## src/rtl/truth_table_sweeper.sv

```systemverilog
// Truth-table sweeper: walks every minterm of an N_IN-input function, captures
// the response on f_in and scores it against an expected table latched at start.
module truth_table_sweeper #(
  parameter int N_IN   = 4,
  parameter int SETTLE = 1
) (
  input  logic                   clk,
  input  logic                   rst_n,
  input  logic                   start,
  input  logic                   abort,
  input  logic [(2**N_IN)-1:0]   expected,
  input  logic                   f_in,
  output logic [N_IN-1:0]        vec_out,
  output logic                   vec_valid,
  output logic                   busy,
  output logic                   done,
  output logic [(2**N_IN)-1:0]   table_out,
  output logic [N_IN:0]          mismatch_cnt,
  output logic                   pass
);

  localparam int              T           = 2**N_IN;
  localparam logic [3:0]      SETTLE_LAST = 4'(SETTLE - 1);
  localparam logic [N_IN-1:0] IDX_LAST    = {N_IN{1'b1}};

  typedef enum logic [1:0] {
    S_IDLE   = 2'd0,
    S_APPLY  = 2'd1,
    S_SAMPLE = 2'd2,
    S_FINISH = 2'd3
  } state_t;

  state_t            r_state;
  logic [N_IN-1:0]   r_idx;
  logic [3:0]        r_settle;
  logic [T-1:0]      r_exp;
  logic [N_IN-1:0]   r_vec;
  logic              r_valid;
  logic              r_busy;
  logic              r_done;
  logic [T-1:0]      r_table;
  logic [N_IN:0]     r_mm;
  logic              r_pass;
  logic              w_miss;

  // Case inequality so an undriven/unknown response is scored as a miss.
  assign w_miss = (f_in !== r_exp[r_idx]);

  // Sequencer state, sweep bookkeeping and all registered outputs.
  always_ff @(posedge clk or negedge rst_n) begin
    if (!rst_n) begin
      r_state  <= S_IDLE;
      r_idx    <= '0;
      r_settle <= 4'd0;
      r_exp    <= '0;
      r_vec    <= '0;
      r_valid  <= 1'b0;
      r_busy   <= 1'b0;
      r_done   <= 1'b0;
      r_table  <= '0;
      r_mm     <= '0;
      r_pass   <= 1'b0;
    end else begin
      r_done <= 1'b0;
      case (r_state)
        S_IDLE: begin
          if (start) begin
            r_state  <= S_APPLY;
            r_exp    <= expected;
            r_idx    <= '0;
            r_settle <= 4'd0;
            r_table  <= '0;
            r_mm     <= '0;
            r_pass   <= 1'b0;
            r_vec    <= '0;
            r_valid  <= 1'b1;
            r_busy   <= 1'b1;
          end
        end
        S_APPLY: begin
          if (abort) begin
            r_state <= S_IDLE;
            r_idx   <= '0;
            r_vec   <= '0;
            r_valid <= 1'b0;
            r_busy  <= 1'b0;
            r_pass  <= 1'b0;
          end else if (r_settle == SETTLE_LAST) begin
            r_state <= S_SAMPLE;
          end else begin
            r_settle <= r_settle + 4'd1;
          end
        end
        S_SAMPLE: begin
          // Abort wins over the capture: the current row is left untouched.
          if (abort) begin
            r_state <= S_IDLE;
            r_idx   <= '0;
            r_vec   <= '0;
            r_valid <= 1'b0;
            r_busy  <= 1'b0;
            r_pass  <= 1'b0;
          end else begin
            r_table[r_idx] <= f_in;
            if (w_miss) begin
              r_mm <= r_mm + 1'b1;
            end
            if (r_idx == IDX_LAST) begin
              r_state <= S_FINISH;
              r_vec   <= '0;
              r_valid <= 1'b0;
              r_busy  <= 1'b0;
              r_done  <= 1'b1;
            end else begin
              r_state  <= S_APPLY;
              r_idx    <= r_idx + 1'b1;
              r_vec    <= r_idx + 1'b1;
              r_settle <= 4'd0;
            end
          end
        end
        S_FINISH: begin
          r_pass  <= (r_mm == '0);
          r_idx   <= '0;
          r_state <= S_IDLE;
        end
        default: begin
          r_state <= S_IDLE;
        end
      endcase
    end
  end

  assign vec_out      = r_vec;
  assign vec_valid    = r_valid;
  assign busy         = r_busy;
  assign done         = r_done;
  assign table_out    = r_table;
  assign mismatch_cnt = r_mm;
  assign pass         = r_pass;

endmodule

```

## config.mk

```make
export PLATFORM = sky130hd
export DESIGN_NAME = truth_table_sweeper
export DESIGN_NICKNAME = d
export VERILOG_FILES = /design/src/rtl/truth_table_sweeper.sv
export SDC_FILE = /design/constraint.sdc
export NUM_CORES = 1
export LEC_CHECK = 0
export BUFFER_PORTS_ARGS = -buffer_cell sky130_fd_sc_hd__buf_2
export CAP_MARGIN = 20
export CORE_AREA = 10 10 87 89
export CTS_CLUSTER_SIZE = 25
export DETAILED_ROUTE_END_ITERATION = 16
export DIE_AREA = 0 0 97 99
export GPL_TIMING_DRIVEN = 0
export PLACE_DENSITY = 0.8
export SETUP_SLACK_MARGIN = 0.2
export SLEW_MARGIN = 30
export SYNTH_ARGS = -nofsm -noshare
export SYNTH_HDL_FRONTEND = slang
export SYNTH_SLANG_ARGS = --single-unit
```

## constraint.sdc

```tcl
create_clock -name clk -period 1.91 [get_ports clk]
set_input_delay 0.2865 -clock clk [delete_from_list [all_inputs] [get_ports clk]]
set_output_delay 0.2865 -clock clk [all_outputs]
set_load 0.02 [all_outputs]
```

# Yosys cells after proc, flatten, opt, wreduce, memory -nomap -nowiden
# Cells that the tools add are included.
# word_totals
reg_bits	54
output_inout_bits	29
# classes
add_sub_neg	3
order_cmp	2
n_eq_ne	16
n_mux	41
n_reduce_logical	16
# op_table
cell	count
4-bit two-way mux	10
16-bit two-way mux	2
16-bit one-hot mux with 2 select lines	1
4-bit one-hot mux with 3 select lines	2
16-bit bitwise mux	1
4-bit one-hot mux with 4 select lines	1
5-bit two-way mux	3
2-bit inequality test (second input constant)	7
1-bit two-way mux	10
2-bit two-way mux	5
5-bit one-hot mux with 2 select lines	1
3-bit inequality test (second input constant)	3
3-bit AND reduction	3
4-bit by 1-bit adder with 4-bit output (second input constant)	2
2-bit one-hot mux with 4 select lines	1
4-bit AND reduction	2
1-bit one-hot mux with 3 select lines	2
2-bit AND reduction	3
6-bit AND reduction	1
5-bit by 1-bit adder with 5-bit output (second input constant)	1
5-bit logical NOT	1
4-bit by 5-bit less-than comparator with 1-bit output (second input constant)	1
1-bit binary-select mux with 4-bit select	1
1-bit demux with 4-bit select	1
12 further kinds	13

# Longest topological paths before layout
# Gate-level depths: netlist of the first run.
# logic_depth
word_depth	7
ltp_mapped	8
mapped_depth_nobuf	7

# Least setup slack after synthesis of the first run
# OpenSTA, ideal clock, no wires.
# synth_timing
path_type	flip-flop to flip-flop
start	register r_state[0]
end	register r_mm[3], in the netlist mismatch_cnt[3]
setup_ns	0.079
arrival_time_ns	1.854
required_ns	1.831
path_slack_ns	-0.024
stages_incl_launch_ff	9
cell_sequence	dfrtp_1 > inv_1 > ha_1 > nor2b_1 > clkbuf_1 > o21ai_0 > buf_2 > nor4_1 > mux2i_1
# synth_via
elab_chain_len	3
# synth_rtl
element	line_no	source
start, declared	33	state_t r_state;
start signal, assigned	52	r_state <= S_IDLE;
start signal, assigned	68	r_state <= S_APPLY;
start signal, assigned	82	r_state <= S_IDLE;
2-bit == test or 2-bit logical NOT (tied branches)	65	case (r_state)
2-bit inequality test (no line) or 2-bit nonzero test (tied branches)	n/a	
4-bit AND reduction (no line)	n/a	
end signal, assigned	106	r_mm <= r_mm + 1'b1;
end, declared	42	logic [N_IN:0] r_mm;
# Parallel ways exist; a longest one is shown, timed or not.
# A chain may end at the register's enable or synchronous reset.

# Final worst setup path of the first run
# layout_timing
start	register r_idx[1]
end	register r_mm[3], in the netlist mismatch_cnt[3]
# layout_via
elab_chain_len	5
# layout_rtl
element	line_no	source
start, declared	34	logic [N_IN-1:0] r_idx;
start signal, assigned	116	r_idx <= r_idx + 1'b1;
1-bit binary-select mux with 4-bit select	47	assign w_miss = (f_in !== r_exp[r_idx]);
1-bit two-way mux (not written as such)	47	
1-bit case inequality test	47	
2-bit inequality test (no line)	n/a	
4-bit AND reduction (no line)	n/a	
# Every way passes these cells. The select of a mux whose other input is x is not followed.

==> flow_metrics.tcl, run 1 <==
set metrics [dict create \
    run_status "complete, but fails checks" \
    failed_checks "negative setup slack" \
    grt_pass1_wl_um 11440 \
    layout-drive-gt1-share_pct 47.13 \
    timing.hold.ws_ns 0.004327 \
    report.final.hold_viol_count 0 \
    total_global_route_track_usage_pct 14.13 \
    capturing_element_of_the_worst_setup_path "mismatch_cnt[3]$_DFFE_PN0P_" \
    fin_ws_ns -0.1422 \
    r2r_setup_slack_ns -0.14 \
    drt_iter0_drc 159 \
    routedWlPerCell_um 18.15 \
    drt_wl_total_um 7676 \
    antenna_cells 0 \
    synthesized_netlist_cell_count 273 \
    cts_tree "yes" \
    count_of_boundary_i_o_pins 50 \
    floorplan.rows 28 \
    worst_ep_arrival_time_ns 2.30 \
    firstDrtPassIters 7 \
    grt_setup_unrepaired "yes" \
    finalCritPeriodShare_pct 107.4 \
    critical_path.endpoint_type "register" \
    cts-root-to-sink-buffers 2 \
    criticalPathCategory "register to register" \
    synth_enable_flop_cells 0 \
    clock_sinks 54 \
    slew_viol_final 0 \
    count_of_yosys_warnings_during_synthesis 0 \
    synthDistinctLibCells 38 \
    powerDensity_mw_per_mm2 1144 \
    dieArea_mm2 0.009603 \
    max-cap-violations 0 \
    synth_top_cell_area_share_pct 47.37 \
    synth_top_cell_by_area "sky130_fd_sc_hd__dfrtp_1" \
    place_congestion 0.8398 \
    numPortBuffers 49 \
    pwr_total_mw 4.402 \
    vdd.ir_drop.worst_v 0.0006222 \
    synthesis.nets 308 \
    critical_path_required_ns 2.15 \
    grt_remaining_overflow 0 \
    hold_class "primary input to async pin" \
    start_kind "register" \
    power.leakage_nw 1.778 \
    ys_seq_area_share_pct 47.37 \
    ys_async_sr_fraction_pct 100.0 \
    initial_core_util_pct 48.76 \
    timing.clock.skew_ns 0.01019 \
    ys_top_cells_by_area "sky130_fd_sc_hd__dfrtp_1 (47%), sky130_fd_sc_hd__o21ai_0 (7.7%), sky130_fd_sc_hd__mux2_2 (7.1%), sky130_fd_sc_hd__ha_1 (6.1%), sky130_fd_sc_hd__mux2i_1 (4.6%)" \
    die_x_um 97 \
    ys_seq_elements 54 \
    cts_buffers 5 \
    yosys-top-cells-count "sky130_fd_sc_hd__dfrtp_1 (54), sky130_fd_sc_hd__o21ai_0 (44), sky130_fd_sc_hd__nand2_1 (24), sky130_fd_sc_hd__mux2_2 (18), sky130_fd_sc_hd__a21boi_0 (15)" \
    mapped_avg_cell_area_um2 10.45 \
    finish.net_count 382 \
    grt_max_degree 55 \
    viasPerCell 5.778 \
    netlist_area_before_placement_mm2 0.002853 \
    dr_total_vias 2444 \
    slew_headroom_pct 55.53 \
    cts_htree_levels 2 \
    critical_path.max_fanout 8 \
    crit_path_start "r_idx[1]$_DFFE_PN0P_" \
    antenna_found_initial 0 \
    report.final.setup_viol 5 \
    ctsRootBufferMaster "sky130_fd_sc_hd__clkbuf_8" \
    r2r.worst_path.cells 7 \
    timing.final.crit_period_ns 2.052 \
    dieHeight_um 99 \
    clk_pin_slew_worst_paths_ns 0.10 \
    clock_latency_ns 0.31 \
    drc 0 \
    crit-reg2reg-capture "mismatch_cnt[3]$_DFFE_PN0P_" \
    worstMarginPinSlew_ns 0.6670 \
    core_footprint_mm2 0.005851 \
    hpwlAfterDp_um 4824 \
    via_count_of_the_first_global_routing_pass 2391 \
    yosys_most_used_dff "sky130_fd_sc_hd__dfrtp_1" \
    routed_antenna_nets 0 \
    post_cts_hold_buffer_count 0 \
    max_clock_freq_mhz 487.3 \
    synthToLayoutAreaGrowth_pct 34.82 \
    r2r_start "r_idx[1]$_DFFE_PN0P_" \
    synth_most_common_cell "sky130_fd_sc_hd__dfrtp_1" \
]
==> cells by family after synthesis <==
group	count (synthesis)	synth area share [%]
adders and majority gates	14	6.140
xor gates and xnor gates	5	1.535
muxes	35	14.21
AOI/OAI and AO/OA	69	14.25
buffers and inverters	27	3.991
DFF	54	47.37
and+or+nand+nor	69	12.50
==> how the worst min path moves through the flow <==
stage	start	end	slack [ns]	cells after the start
after global placement	vec_out[1]$_DFFE_PN0P_	vec_out[1]$_DFFE_PN0P_	0.47	2
final	rst_n	r_idx[2]$_DFFE_PN0P_	0.004	1
after global routing	rst_n	r_exp[1]$_DFFE_PN0P_	0.05	1
after CTS	rst_n	r_idx[2]$_DFFE_PN0P_	0.03	1
after detailed placement	rst_n	r_exp[2]$_DFFE_PN0P_	0.37	1
after floorplan	rst_n	busy$_DFFE_PN0P_	-0.009	0
==> cell usage in the layout, fill, tap and decap left out, types with 3 or more instances in the layout <==
master                      n
sky130_fd_sc_hd__mux2_2    17
sky130_fd_sc_hd__mux2i_1   13
sky130_fd_sc_hd__dfrtp_1   51
sky130_fd_sc_hd__clkbuf_8   6
sky130_fd_sc_hd__nand2_2    3
sky130_fd_sc_hd__o21ai_2   10
sky130_fd_sc_hd__xnor2_1    4
sky130_fd_sc_hd__or2_2      4
sky130_fd_sc_hd__nand2_1   15
sky130_fd_sc_hd__buf_2     49
sky130_fd_sc_hd__dfrtp_2    3
sky130_fd_sc_hd__nand2_4    6
sky130_fd_sc_hd__nor2_1     9
sky130_fd_sc_hd__a21boi_0  15
sky130_fd_sc_hd__ha_1      10
sky130_fd_sc_hd__nor4_4     3
sky130_fd_sc_hd__o21ai_1   15
sky130_fd_sc_hd__inv_2      3
sky130_fd_sc_hd__nand2b_4   3
sky130_fd_sc_hd__o21ai_0   17
sky130_fd_sc_hd__buf_6      6
sky130_fd_sc_hd__nand3_1    7
sky130_fd_sc_hd__inv_1     10
sky130_fd_sc_hd__clkbuf_1   3
sky130_fd_sc_hd__ha_4       3
sky130_fd_sc_hd__clkbuf_2   4
sky130_fd_sc_hd__nand3b_1   3
sky130_fd_sc_hd__buf_4     17
==> state kept, by name, indices dropped and copies added (netlist names) <==
name,count
r_exp,16
table_out,16
mismatch_cnt,5
r_idx,4
r_settle,4
vec_out,4
r_state,2
busy,1
done,1
pass,1
==> power breakdown <==
group	switching, mW	internal [mW]
combinational	1.09	1.01
sequential	0.157	1.38
clock	0.369	0.393
total	1.61	2.79
==> critical path: stages (launching register included) <==
cell	delay, ns
sky130_fd_sc_hd__dfrtp_2	0.44
sky130_fd_sc_hd__buf_8	0.15
sky130_fd_sc_hd__mux2i_1	0.12
sky130_fd_sc_hd__mux4_2	0.52
sky130_fd_sc_hd__mux2i_4	0.25
sky130_fd_sc_hd__buf_6	0.14
sky130_fd_sc_hd__nor4_4	0.15
sky130_fd_sc_hd__mux2i_1	0.21
==> repair_timing <==
item,in CTS,in global routing
pin swaps,1,23
gates resized for setup,44,79
setup buffers,8,10
setup endpoints to repair,47,42
==> routing by layer <==
layer / routed length (um) / track usage, % / part of all wire (%) / vias to the layer above
met5: 0 / 0 / 0 / -
met4: 327 / 4.881 / 4.3 / 0
met3: 527 / 4.958 / 6.9 / 39
met2: 3698 / 23.92 / 48 / 113
met1: 3123 / 16.21 / 41 / 1187
li1: - / - / - / 1105
==> cell type report <==
class	count	area [um^2]
well taps	75	93.84
repair buffers	67	397.9
inverters	13	48.80
clock buffers	7	76.32
plain buffers	14	117.6
flip-flops and latches	54	1355
fillers	413	2004
clock inverters	1	30.03
multi-input cells	192	1727
==> per-stage QoR <==
step / util [%] / worst slack (ns) / setup TNS, ns / cell area, um^2 / std cells
final: 65.74 / -0.1422 / -0.4885 / 3846 / 423
after global routing: 65.74 / -0.1939 / -0.8018 / 3846 / 423
after global placement: 55.28 / -0.1207 / -0.4834 / 3234 / 397
after CTS: 60.39 / -0.1357 / -0.5620 / 3533 / 413
after detailed placement: 55.33 / -0.1843 / -1.489 / 3237 / 397
after floorplan: - / 0.04789 / 0 / 2895 / 273
(Power assumes the default switching activity.)
==> run 2, diff against run 1 <==
CORE_AREA = 10 10 109 111   (was 10 10 87 89)
DIE_AREA = 0 0 119 121   (was 0 0 97 99)
PLACE_DENSITY = 0.55   (was 0.8)
==> run 2 against run 1 <==
- the flow still finishes with violations (negative setup slack)
- sequential share of layout area down 2.1 points
- hold slack improved by 0.0014 ns
- count of clock-buffer cells in the layout is the same
- clock skew up 0.00088 ns
- critical path depth is 1 lower
- via count is 4.6% lower
==> flow_metrics.tcl, run 2 (synthesis results as in run 1) <==
set metrics [dict create \
    powerDensity_mw_per_mm2 1094 \
    critical_path_required_ns 2.14 \
    critical_path.max_fanout 8 \
    dr_total_vias 2331 \
    firstDrtPassIters 4 \
    dieArea_mm2 0.01440 \
    vdd.ir_drop.worst_v 0.0005980 \
    crit_path_start "r_idx[1]$_DFFE_PN0P_" \
    crit_cells 6 \
    filler_cell_count 963 \
    grt_setup_unrepaired "yes" \
    r2r_start "r_idx[1]$_DFFE_PN0P_" \
    capturing_element_of_the_worst_setup_path "mismatch_cnt[4]$_DFFE_PN0P_" \
    post_cts_hold_buffer_count 0 \
    worstMarginPinSlew_ns 0.6801 \
    die_x_um 119 \
    floorplan.rows 36 \
    clk_pin_slew_worst_paths_ns 0.10 \
    grt_remaining_overflow 0 \
    grt_max_degree 55 \
    placedCellCount 455 \
    start_kind "register" \
    synthToLayoutAreaGrowth_pct 43.25 \
    antenna_found_initial 1 \
    dieHeight_um 121 \
    slew_headroom_pct 54.66 \
    r2r.worst_path.cells 6 \
    initial_core_util_pct 29.60 \
    clock_sinks 54 \
    grt_pass1_wl_um 12520 \
    critical_path.endpoint_type "register" \
    routed_antenna_nets 0 \
    place_congestion 0.8199 \
    via_count_of_the_first_global_routing_pass 2478 \
    run_status "complete, but fails checks" \
    drt_iter0_drc 87 \
    criticalPathCategory "register to register" \
    slowest_delay_ns 0.52 \
    cts-root-to-sink-buffers 2 \
    routedWlPerCell_um 15.87 \
    crit-reg2reg-capture "mismatch_cnt[4]$_DFFE_PN0P_" \
    layout.cells.most_common_list "sky130_fd_sc_hd__dfrtp_1 (51), sky130_fd_sc_hd__buf_2 (48), sky130_fd_sc_hd__buf_4 (23), sky130_fd_sc_hd__o21ai_0 (19), sky130_fd_sc_hd__mux2_2 (17)" \
    timing.final.crit_period_ns 2.056 \
    failed_checks "negative setup slack" \
    final_common_cell "sky130_fd_sc_hd__dfrtp_1" \
    ff_latch_area_mm2 0.001355 \
    cts_tree "yes" \
    multi_input_area_mm2 0.001779 \
    finish.utilization_pct 42.39 \
    crit_path_top_delay_cell "sky130_fd_sc_hd__mux4_2" \
    cts_buffers 5 \
    power.leakage_nw 1.812 \
    worst-path-buf-inv 1 \
    report.final.setup_viol 5 \
    cpLargestDelayFamily "multiplexers" \
    crit_chain "buf_12 -> mux2i_1 -> mux4_2 -> mux2i_4 -> nor4_4 -> mux2i_1" \
    drc 0 \
    report.final.hold_viol_count 0 \
    antenna_cells 0 \
    slew_viol_final 0 \
    finalCritPeriodShare_pct 107.6 \
    viasPerCell 4.747 \
    crit_top_cell "sky130_fd_sc_hd__mux2i_1" \
    layout-drive-gt1-share_pct 51.40 \
    pwr_total_mw 4.470 \
    worst_ep_arrival_time_ns 2.29 \
    total_global_route_track_usage_pct 10.50 \
    hpwlAfterDp_um 5303 \
    finish.net_count 392 \
    hold_class "primary input to async pin" \
    timing.clock.skew_ns 0.01106 \
    numPortBuffers 49 \
    core_footprint_mm2 0.009639 \
    drt_wl_total_um 7792 \
    count_of_boundary_i_o_pins 50 \
    max_clock_freq_mhz 486.4 \
    cts_htree_levels 2 \
    r2r_setup_slack_ns -0.15 \
    fin_ws_ns -0.1459 \
    ctsRootBufferMaster "sky130_fd_sc_hd__clkbuf_8" \
    max-cap-violations 0 \
    layoutNonFillerInstCount 491 \
    clock_latency_ns 0.32 \
]
[run 2: changes by cell type in the layout (fill, tap and decap cells not counted), sizes merged]
cell	previous run	this run
buf	74	84
[run 2: cell type report]
cell class	count	share of cell area [%]
plain buffers	14	3.215
flip-flops and latches	54	33.16
repair buffers	77	12.22
clock buffers	7	1.868
multi-input cells	192	43.54
clock inverters	1	0.7348
inverters	13	1.194
well taps	133	4.072
[run 2: worst min path at each step]
stage	slack [ns]	from	endpoint	cells after the start
after floorplan	-0.009	rst_n	busy$_DFFE_PN0P_	0
after global placement	0.47	vec_out[3]$_DFFE_PN0P_	vec_out[3]$_DFFE_PN0P_	2
after detailed placement	0.38	rst_n	r_exp[6]$_DFFE_PN0P_	1
after CTS	0.04	rst_n	table_out[12]$_DFFE_PN0P_	1
after global routing	0.06	rst_n	r_exp[11]$_DFFE_PN0P_	1
final	0.006	rst_n	r_exp[11]$_DFFE_PN0P_	1
[run 2: timing repair]
action | in CTS | in global routing
setup buffers | 15 | 12
cloned | 1 | 0
pin swaps | 14 | 15
setup endpoints to repair | 47 | 35
resized for setup | 67 | 71
[run 2: where the power goes]
group	switching, mW	total (mW)	internal [mW]
combinational	1.10	2.16	1.06
sequential	0.145	1.53	1.39
clock	0.382	0.775	0.393
total	1.63	4.47	2.84
[run 2: routing by layer]
layer	vias to the layer above	GRT usage (%)	part of all wire (%)
met5	-	0	0.17
met3	17	3.071	4.7
met1	1118	13.73	46
met2	62	16.42	47
met4	2	3.053	1.7
li1	1132	-	-
[run 2: worst register-to-register path, delay by kind of cell, from the launching register on]
kind,cells,cell delay [ns]
buffers and inverters,1,0.16
DFF,1,0.46
muxes,4,1.13
and+or+nand+nor,1,0.23
[run 2: metrics by stage]
step	area, um^2	TNS [ns]	hold slack, ns	worst slack (ns)
global route	4086	-1.097	0.05706	-0.2429
CTS	3756	-0.6964	0.04022	-0.1457
floorplan	2895	0	-0.009091	0.04789
detailed placement	3309	-1.860	0.3831	-0.2269
global placement	3307	-1.197	0.4691	-0.1601
finish	4086	-0.6877	0.005765	-0.1459
==> run 3, diff against run 2 <==
CTS_BUF_LIST = sky130_fd_sc_hd__clkbuf_16   (was default)
PLACE_DENSITY = 0.53   (was 0.55)
clock period = 2.03 ns   (was 1.91 ns; I/O delays follow)
==> run 3 against run 2 <==
- the flow now finishes without violations
- sequential share of layout area grew 2.5 points
- maximum frequency grew 1.6%
- die area is the same
- final area shrank 7.2%
- register-to-register slack gained 0.15 ns
- setup slack gained 0.15 ns
- global-route usage shrank 0.69 points
- clock power grew 4.5%
- via count shrank 5.5%
- total power shrank 8.4%
- critical endpoint is now mismatch_cnt[2]$_DFFE_PN0P_
- highest routed layer is now met4
==> flow_metrics.tcl, run 3 (synthesis results as in run 1) <==
set metrics [dict create \
    post_cts_hold_buffer_count 0 \
    critical_path_required_ns 2.24 \
    layout.cells.most_common_list "sky130_fd_sc_hd__dfrtp_1 (52), sky130_fd_sc_hd__buf_2 (49), sky130_fd_sc_hd__o21ai_0 (40), sky130_fd_sc_hd__nand2_1 (22), sky130_fd_sc_hd__mux2_2 (17)" \
    layout-drive-gt1-share_pct 40.00 \
    die_x_um 119 \
    vdd.ir_drop.worst_v 0.0004934 \
    firstDrtPassIters 4 \
    place_congestion 0.8359 \
    worst_ep_arrival_time_ns 2.24 \
    floorplan.rows 36 \
    hpwlAfterDp_um 5224 \
    via_count_of_the_first_global_routing_pass 2328 \
    crit_path_start "r_idx[1]$_DFFE_PN0P_" \
    report.final.setup_viol 0 \
    start_kind "register" \
    synthToLayoutAreaGrowth_pct 32.94 \
    grt_remaining_overflow 0 \
    timing.clock.skew_ns 0.004097 \
    timing.final.crit_period_ns 2.024 \
    drt_iter0_drc 74 \
    powerDensity_mw_per_mm2 1080 \
    viasPerCell 4.599 \
    clock_sinks 54 \
    slew_viol_final 0 \
    detailedPlace.worstSlack_ns -0.1424 \
    finish.net_count 379 \
    max_clock_freq_mhz 494.0 \
    grt_pass1_wl_um 11810 \
    initial_core_util_pct 29.60 \
    r2r_setup_slack_ns 0.006 \
    stdcell_area_mm2 0.003792 \
    count_of_boundary_i_o_pins 50 \
    numPortBuffers 49 \
    clock_latency_ns 0.29 \
    placed_area_mm2 0.003287 \
    critical_path.endpoint_type "register" \
    worstMarginPinSlew_ns 0.6850 \
    max-cap-violations 0 \
    crit-reg2reg-capture "mismatch_cnt[2]$_DFFE_PN0P_" \
    routedWlPerCell_um 14.71 \
    finish.utilization_pct 39.34 \
    crit_path_top_delay_cell "sky130_fd_sc_hd__mux4_2" \
    report.final.hold_viol_count 0 \
    fin_ws_ns 0.005895 \
    crit_top_cell "sky130_fd_sc_hd__mux2i_1" \
    crit_chain "buf_8 -> mux2i_1 -> mux4_2 -> mux2i_4 -> nor4_2 -> mux2i_1" \
    ctsRootBufferMaster "sky130_fd_sc_hd__clkbuf_16" \
    dieArea_mm2 0.01440 \
    r2r.worst_path.cells 6 \
    routed_antenna_nets 0 \
    slowest_delay_ns 0.52 \
    run_status "finished, final reports clean" \
    drt_wl_total_um 7045 \
    slew_headroom_pct 54.33 \
    cts_buffers 5 \
    grt_setup_unrepaired "yes" \
    clk_pin_slew_worst_paths_ns 0.07 \
    final_common_cell "sky130_fd_sc_hd__dfrtp_1" \
    cts-root-to-sink-buffers 2 \
    critical_path.max_fanout 8 \
    drc 0 \
    antenna_found_initial 0 \
    grt_max_degree 55 \
    power.leakage_nw 1.710 \
    r2r_start "r_idx[1]$_DFFE_PN0P_" \
    total_global_route_track_usage_pct 9.802 \
    cts_tree "yes" \
    dieHeight_um 121 \
    cts_htree_levels 2 \
    core_footprint_mm2 0.009639 \
    criticalPathCategory "register to register" \
    hold_class "primary input to async pin" \
    finalCritPeriodShare_pct 99.71 \
    dr_total_vias 2203 \
]
run 3: changes by cell type in the layout (fill, tap and decap cells not counted), moves of 5 or more:
| cell | before | now |
|---|---|---|
| sky130_fd_sc_hd__buf_4 | 23 | 16 |
| sky130_fd_sc_hd__clkbuf_8 | 5 | 0 |
| sky130_fd_sc_hd__o21ai_0 | 19 | 40 |
| sky130_fd_sc_hd__o21ai_1 | 16 | 2 |
| sky130_fd_sc_hd__nand2_1 | 13 | 22 |
| sky130_fd_sc_hd__clkbuf_16 | 0 | 5 |
| sky130_fd_sc_hd__o21ai_2 | 7 | 1 |
| sky130_fd_sc_hd__nand2_2 | 6 | 0 |
run 3: per-layer routing:
metal	share of wire (%)	routed length [um]	vias up	GRT usage, %
met5	0	0	-	0
met4	0.70	49	0	1.832
met3	4.8	341	8	3.025
met2	46	3223	47	15.15
met1	49	3431	1050	13.24
li1	-	-	1098	-
run 3: worst max-delay path by stage:
stage / endpoint / slack [ns] / cells past startpoint
detailed placement: r_idx[2]$_DFFE_PN0P_ / -0.14 / 8
floorplan: mismatch_cnt[4]$_DFFE_PN0P_ / 0.17 / 6
CTS: mismatch_cnt[3]$_DFFE_PN0P_ / -0.03 / 6
global placement: r_idx[2]$_DFFE_PN0P_ / -0.12 / 8
global route: mismatch_cnt[4]$_DFFE_PN0P_ / -0.09 / 6
finish: mismatch_cnt[2]$_DFFE_PN0P_ / 0.006 / 6
run 3: repair_timing:
item	CTS	global route
buffers inserted	5	10
pin swaps	1	6
gates resized for setup	32	42
endpoints found under the setup margin	32	46
hold endpoints to repair	0	0
run 3: power breakdown:
group | leakage, nW | switching, mW | internal, mW
Sequential | 0.710 | 0.139 | 1.30
Clock | 0.0724 | 0.363 | 0.447
Combinational | 0.927 | 0.890 | 0.951
run 3: critical path: cells and delay by family, from the launching register on:
kind          cells  cell delay [ns]
mux               4             1.09
flops             1             0.44
simple gates      1             0.26
buf+inv           1             0.16
run 3: layout make-up:
type	count	area, um^2
fill	1008	5847
multi-input combinational	192	1599
sequential	54	1354
timing repair buffer	64	376.6
tap	133	166.4
clock buffer	5	125.1
buffer	14	107.6
inverter	13	48.80
clock inverter	3	12.51
antenna	1	2.502
run 3: through the flow:
| stage | std cells | hold slack, ns | setup TNS (ns) | total power, mW |
|---|---|---|---|---|
| after floorplan | 273 | 0.008909 | 0 | 2.421 |
| after global placement | 455 | 0.4685 | -0.2206 | 2.771 |
| after detailed placement | 455 | 0.4034 | -0.3836 | 2.783 |
| after CTS | 468 | 0.09228 | -0.03815 | 3.752 |
| after global routing | 478 | 0.1144 | -0.3926 | 4.385 |
| final | 479 | 0.05501 | 0 | 4.095 |
